**src/rtl/timer_pkg.sv**
```systemverilog
// Shared types and default sizes for the loadable down-counter timer.
package timer_pkg;

  localparam int DEF_WIDTH  = 7;
  localparam int DEF_PCNT_W = 8;

  typedef enum logic [1:0] {
    IDLE,
    RUN,
    PAUSE
  } timer_state_t;

endpackage : timer_pkg

```
**src/rtl/down_counter_timer.sv**
```systemverilog
// Loadable down-counter timer: counts a sampled value to zero, pulses done,
// optionally reloads, and keeps a saturating count of completed periods.
// Supports level pause (hold) and level abort (return to idle).
module down_counter_timer
  import timer_pkg::*;
#(
  parameter int WIDTH  = DEF_WIDTH,
  parameter int PCNT_W = DEF_PCNT_W
) (
  input  logic              clk,
  input  logic              rst,
  input  logic              start,
  input  logic [WIDTH-1:0]  load_val,
  input  logic              auto_reload,
  input  logic              pause,
  input  logic              abort,
  output logic [WIDTH-1:0]  count,
  output logic              busy,
  output logic              done,
  output logic [PCNT_W-1:0] periods
);

  timer_state_t      state, state_d;
  logic [WIDTH-1:0]  count_d;
  logic              busy_d;
  logic              done_d;
  logic [PCNT_W-1:0] periods_d;
  logic [WIDTH-1:0]  reload_q, reload_d;
  logic              arm_q, arm_d;
  // Set once the zero of the current period has produced its done pulse, so
  // the following edge reloads or retires instead of pulsing again. It is
  // held across a pause so a pause landing just after done cannot re-pulse.
  logic              pulsed_q, pulsed_d;

  logic [PCNT_W-1:0] periods_inc;

  // Saturating increment of the completed-period counter.
  always_comb begin
    periods_inc = (periods == {PCNT_W{1'b1}}) ? periods : periods + PCNT_W'(1);
  end

  // Next-state and datapath: abort > start (IDLE only) > pause > decrement.
  always_comb begin
    // NOTE: every signal gets a default before any branch; a path that leaves
    // one unassigned would infer a latch.
    state_d   = state;
    count_d   = count;
    busy_d    = busy;
    done_d    = 1'b0;
    periods_d = periods;
    reload_d  = reload_q;
    arm_d     = arm_q;
    pulsed_d  = pulsed_q;

    if (abort) begin
      state_d  = IDLE;
      count_d  = '0;
      busy_d   = 1'b0;
      pulsed_d = 1'b0;
    end else begin
      unique case (state)
        IDLE: begin
          if (start) begin
            reload_d  = load_val;
            arm_d     = auto_reload;
            periods_d = '0;
            count_d   = load_val;
            state_d   = RUN;
            busy_d    = 1'b1;
            pulsed_d  = 1'b0;
          end
        end

        RUN: begin
          if (pause) begin
            state_d = PAUSE;
          end else if (count > WIDTH'(1)) begin
            count_d = count - WIDTH'(1);
          end else if (count == WIDTH'(1)) begin
            count_d   = '0;
            done_d    = 1'b1;
            pulsed_d  = 1'b1;
            periods_d = periods_inc;
          end else if (!pulsed_q) begin
            // Zero reached without passing through one (load or reload of 0).
            done_d    = 1'b1;
            pulsed_d  = 1'b1;
            periods_d = periods_inc;
          end else if (arm_q) begin
            count_d  = reload_q;
            pulsed_d = 1'b0;
          end else begin
            state_d  = IDLE;
            busy_d   = 1'b0;
            pulsed_d = 1'b0;
          end
        end

        PAUSE: begin
          // Resume costs one edge; decrementing restarts on the next one.
          if (!pause) state_d = RUN;
        end

        default: begin
          state_d = IDLE;
          count_d = '0;
          busy_d  = 1'b0;
        end
      endcase
    end
  end

  // State and output registers; every output comes straight from a flop.
  always_ff @(posedge clk or negedge rst) begin
    // NOTE: sequential state uses non-blocking assignments only, so all flops
    // update together from values computed before the edge.
    if (!rst) begin
      state    <= IDLE;
      count    <= '0;
      busy     <= 1'b0;
      done     <= 1'b0;
      periods  <= '0;
      reload_q <= '0;
      arm_q    <= 1'b0;
      pulsed_q <= 1'b0;
    end else begin
      state    <= state_d;
      count    <= count_d;
      busy     <= busy_d;
      done     <= done_d;
      periods  <= periods_d;
      reload_q <= reload_d;
      arm_q    <= arm_d;
      pulsed_q <= pulsed_d;
    end
  end

endmodule : down_counter_timer

```
**config.mk**
```make
export PLATFORM = sky130hd
export DESIGN_NAME = down_counter_timer
export DESIGN_NICKNAME = d
export VERILOG_FILES = /design/src/rtl/timer_pkg.sv /design/src/rtl/down_counter_timer.sv
export SDC_FILE = /design/constraint.sdc
export NUM_CORES = 1
export LEC_CHECK = 0
export CORE_MARGIN = 8
export CORE_UTILIZATION = 45
export DETAILED_ROUTE_END_ITERATION = 8
export DONT_BUFFER_PORTS = 1
export REMOVE_ABC_BUFFERS = 1
export SLEW_MARGIN = 20
export SYNTH_ARGS = -nofsm -noshare
export SYNTH_HDL_FRONTEND = slang
export SYNTH_SLANG_ARGS = --single-unit
```
**constraint.sdc**
```tcl
create_clock -name clk -period 6.9 [get_ports clk]
set_clock_uncertainty 0.1 [all_clocks]
set_input_delay 1.725 -clock clk [delete_from_list [all_inputs] [get_ports clk]]
set_output_delay 1.725 -clock clk [all_outputs]
set_load 0.02 [all_outputs]
```
Word-level counts from Yosys, hierarchy flattened
Cells that the tools add are included.
Operators by class
  add/sub/neg operators: 2
  order comparisons: 1
  equality and inequality tests: 22
  multiplexer cells: 43
  bitwise gates (word level): 1
  reduce and logical (&&, ||, !) cells: 9
Operator list (number)
  2-to-1 mux 7 bit: 7
  2-to-1 mux 8 bit: 6
  != test 3 bit, second input constant: 8
  one-hot mux 7 bit (3 select lines): 1
  2-to-1 mux 1 bit: 17
  2-to-1 mux 2 bit: 8
  != test 4 bit, second input constant: 4
  one-hot mux 8 bit (2 select lines): 1
  AND reduction 6 bit: 2
  != test 5 bit, second input constant: 2
  adder 8 x 1 -> 8 bit, second input constant: 1
  == test 8 bit, second input constant: 1
  != test 2 bit, second input constant: 4
  == test 7 x 1 -> 1 bit, second input constant: 1
  > comparator 7 x 1 -> 1 bit, second input constant: 1
  AND reduction 7 bit: 1
  subtractor 7 x 1 -> 7 bit, second input constant: 1
  one-hot mux 2 bit (3 select lines): 1
  AND reduction 5 bit: 1
  AND reduction 4 bit: 1
  one-hot mux 1 bit (3 select lines): 1
  AND reduction 3 bit: 1
  nonzero test 3 bit: 1
  == test 2 x 1 -> 1 bit, second input constant: 1
  other kinds (5): 5
Storage, ports and cells
  register bits after elaboration: 28
  input port bits: 13

Depth between registers and ports, before layout
  word-level depth: 7
  mapped depth: 8

Worst setup path before layout
Ideal clock, no wire load.
  path kind: input to register
  start point: input port abort
  end point: register count[3]
  library setup time: 0.121 ns
  arrival time: 2.972 ns
  data required time: 6.679 ns
  setup slack: 3.707 ns
  stages on the path: 6
  path buffers: 1
  path through: clkbuf_1 > nor3_1 > nand2_1 > o22ai_1 > nor2_1 > a22o_2
Between the ends
  cells in the longest elaborated chain, start to end: 2
  elaborated cells between the ends (all ways): 7
  classes of those cells: 5 x eq/ne; 1 x mux; 1 x reduce/logical
RTL lines
  start, declared: RTL line down_counter_timer.sv:16  | input logic abort,
  != test 5 bit (no source line), or another cell as far along
  AND reduction 5 bit (no source line)
  end signal, assigned: RTL line down_counter_timer.sv:128  | count <= count_d;
  end, declared: RTL line down_counter_timer.sv:17  | output logic [WIDTH-1:0] count,
Several ways; a longest one is shown, not always the timed one.
A chain may end at the register's enable or synchronous reset.

Worst setup path in the final report
  start point: input port start
  end point: register count[3]
Between the ends
  cells in the longest elaborated chain, start to end: 2
RTL lines
  start, declared: RTL line down_counter_timer.sv:12  | input logic start,
  != test 3 bit (no source line)
  AND reduction 5 bit (no source line)
Every way passes these cells.

==> flow_metrics.env <==
export IMPL_period_share_pct=44.67
export IMPL_drive_gt1_share_pct=5.670
export IMPL_cts_num_sinks=28
export IMPL_synth_cell_types=47
export IMPL_power_frac_seq_pct=50.0
export IMPL_min_from="reload_q[5]$_DFFE_PN0P_"
export IMPL_gp_congestion=0.8068
export IMPL_die_area_sq_um=6002
export IMPL_via_per_inst=6.298
export IMPL_crit_family="compound AO/OA/AOI/OAI gates"
export IMPL_core_sq_um=3661
export IMPL_grt_pass1_wl_microns=7355
export IMPL_max_freq_ghz=0.3245
export IMPL_n_antenna_cell=0
export IMPL_min_period_ns=3.082
export IMPL_place_ws_ns=3.579
export IMPL_dp_cells=238
export IMPL_cp_startpoint="start"
export IMPL_grt_max_degree=29
export IMPL_crit_arrival_ns=3.15
export IMPL_netlist_area_sq_um=1700
export IMPL_path_buf_inv=0
export IMPL_chipWidth_microns=77.47
export IMPL_setup_violations=0
export IMPL_p_clk_share_pct=22.9
export IMPL_rows=22
export IMPL_fp_dieH_microns=77.47
export IMPL_drt_antenna_violating_nets=0
export IMPL_dp_hpwl_microns=3284
export IMPL_crit_path_max_fanout=10
export IMPL_slew_violations=0
export IMPL_hold_path_class="reg -> reg"
export IMPL_synth_seq_area_share_pct=41.21
export IMPL_cp_cell_sequence="nor2b_1, a2bb2oi_1, o22ai_1, nor2_1, a22o_2"
export IMPL_fin_tns_setup_ns=0
export IMPL_ctsRootBufferMaster="clkbuf_8"
export IMPL_worstSetupPathType="in -> reg"
export IMPL_timing_rr_start="count[1]$_DFFE_PN0P_"
export IMPL_cts_hold_buf=0
export IMPL_port_buffers=0
export IMPL_cp_slowest_cell="o22ai_1"
export IMPL_design_area_sq_um=1752
export IMPL_nNetsFinal=211
export IMPL_yosys_register_bits=28
export IMPL_vias=1524
export IMPL_start_kind="input pin"
export IMPL_p_leak_nw=0.7693
export IMPL_grt_ovfl_total=0
export IMPL_maxCapViolations=0
export IMPL_post_drt_wl_per_cell_microns=18.65
export IMPL_ir_drop_uv=129.4
export IMPL_tightest_slew_ns=0.8175
export IMPL_ys_flop_type="dfrtp_1"
export IMPL_power_switching_share_pct=36.19
export IMPL_clock_latency_ns=0.27
export IMPL_comb_power_share_pct=27.1
export IMPL_relSlewSlack_pct=45.47
export IMPL_postLayoutCoreUtil_pct=47.85
export IMPL_final_hold_viol_count=0
export IMPL_timing_hold_ws_ns=0.3961
export IMPL_grt_pass1_vias=1393
export IMPL_post_cts_buffers=0
export IMPL_avgSynthCellArea_sq_um=8.460
export IMPL_async_flop_share_pct=100.0
export IMPL_yosys_warnings=0
export IMPL_outcome="finished, final reports clean"
export IMPL_grt_setup_unrepaired="no"
export IMPL_p_sw_uw=162.1
export IMPL_syn2layout_area_growth_pct=3.017
export IMPL_cts_tree="yes"
export IMPL_place_area_sq_um=1697
export IMPL_antenna_found_initial=0
export IMPL_p_int_uw=285.8
export IMPL_grt_usage_pct=14.83
export IMPL_firstDrtPassIters=4
export IMPL_cp_data_required_time_ns=6.97
export IMPL_postRouteWirelength_microns=4514
export IMPL_setup_ws_ns=3.818
export IMPL_cts_resized_gates=0
export IMPL_clockBufferDepth=2
export IMPL_clk_pin_slew_ns=0.10
export IMPL_initial_utilization_pct=46.45
export IMPL_final_cells=242
export IMPL_htree_levels=1
export IMPL_syn_inst=201
export IMPL_p_per_area_nw_per_um2=255.7
export IMPL_slowest_delay_ns=0.62
export IMPL_synth_edf_count=0
export IMPL_endpoint_kind="flip-flop"
export IMPL_cts_made_buffers=3
export IMPL_first_iter_violations=233
export IMPL_p_total_uw=447.9
export IMPL_drc_errors=0
export IMPL_pin_count=30
-- state kept, by name (all words and copies together) (netlist names) --
register	flops
periods	8
count	7
reload_q	7
state	2
arm_q	1
busy	1
done	1
pulsed_q	1
-- cells in the mapped netlist (2+ instances only) --
| library cell | instances | area (sq um) |
|---|---|---|
| nand2b_1 | 2 | 12.51 |
| nor2b_1 | 3 | 18.77 |
| a21oi_1 | 6 | 30.03 |
| or2_2 | 2 | 12.51 |
| buf_1 | 2 | 7.510 |
| a2bb2oi_1 | 2 | 17.52 |
| nand2_1 | 39 | 146.4 |
| a32o_1 | 2 | 20.02 |
| and3_1 | 2 | 12.51 |
| a22o_1 | 4 | 35.03 |
| o21ai_0 | 11 | 55.05 |
| o311ai_0 | 2 | 17.52 |
| buf_6 | 3 | 33.78 |
| nand4_1 | 5 | 31.28 |
| a31oi_1 | 2 | 12.51 |
| or4_1 | 3 | 22.52 |
| xnor2_1 | 3 | 26.28 |
| nor3b_1 | 2 | 15.01 |
| dfrtp_1 | 28 | 700.7 |
| nor3_1 | 5 | 25.02 |
| a21o_1 | 3 | 22.52 |
| o31ai_1 | 5 | 37.54 |
| nor2_1 | 20 | 75.07 |
| clkbuf_1 | 6 | 22.52 |
| ha_1 | 3 | 37.54 |
| inv_1 | 5 | 18.77 |
| nand3_1 | 5 | 25.02 |
| o22ai_1 | 4 | 25.02 |
| nor4_1 | 4 | 25.02 |
-- cells by family after synthesis --
group	after synthesis	synth area share [%]
fa+ha+maj	3	2.208
xor+xnor	4	2.061
compound gates	50	20.90
simple gates	98	27.52
flops	28	41.21
mux	2	1.251
buf+inv	16	4.857
-- metal layers --
metal  routed length [microns]  GRT usage [%]
met2                      2119          23.50
met3                       393          4.032
met4                        68          3.962
met5                         0              0
met1                      1932          19.37
-- final timing paths --
path / endpoint / slack, ns / cells after the start
max in group asynchronous: count[3]$_DFFE_PN0P_ / 5.60 / 0
min in group asynchronous: periods[7]$_DFFE_PN0P_ / 1.03 / 0
min reg2reg: reload_q[5]$_DFFE_PN0P_ / 0.40 / 2
max reg2reg: count[3]$_DFFE_PN0P_ / 4.02 / 7
max: count[3]$_DFFE_PN0P_ / 3.82 / 5
min: reload_q[5]$_DFFE_PN0P_ / 0.40 / 2
-- layout by cell type, fill, tap and decap left out, types with 2 or more instances in the layout --
cell and instances:
nor4_1 4, a21o_1 3, and3_1 2, clkbuf_8 4
dfrtp_1 28, nor2b_1 3, nand3_1 5, nand4_1 5
nor2_1 20, nor3b_1 2, o31ai_1 5, a32o_1 2
or4_1 3, ha_1 3, inv_1 5, o22ai_1 4
a22o_1 4, o21ai_0 11, nand2_1 39, nor3_1 5
a21oi_1 6, o311ai_0 2, a31oi_1 2, xnor2_1 3
nand2b_1 2, a2bb2oi_1 2, or2_2 2
-- layout make-up --
type	instances	area, sq um
fill	374	1909
inverter	5	18.77
sequential	28	700.7
tap	48	60.06
clock buffer	4	55.05
multi-input combinational	157	917.1
-- worst min-delay path, cell delays in order, from the launching register on --
cell     delay (ns)
dfrtp_1        0.37
nand2_1        0.05
nand2_1        0.05
-- power groups by stage --
stage	Sequential (mW)	Clock, mW	Combinational, mW
floorplan	0.217	0	0.0955
global route	0.228	0.112	0.134
CTS	0.224	0.108	0.120
detailed placement	0.227	0	0.119
global placement	0.226	0	0.115
finish	0.224	0.103	0.121
Power figures use the tool's default switching activity.
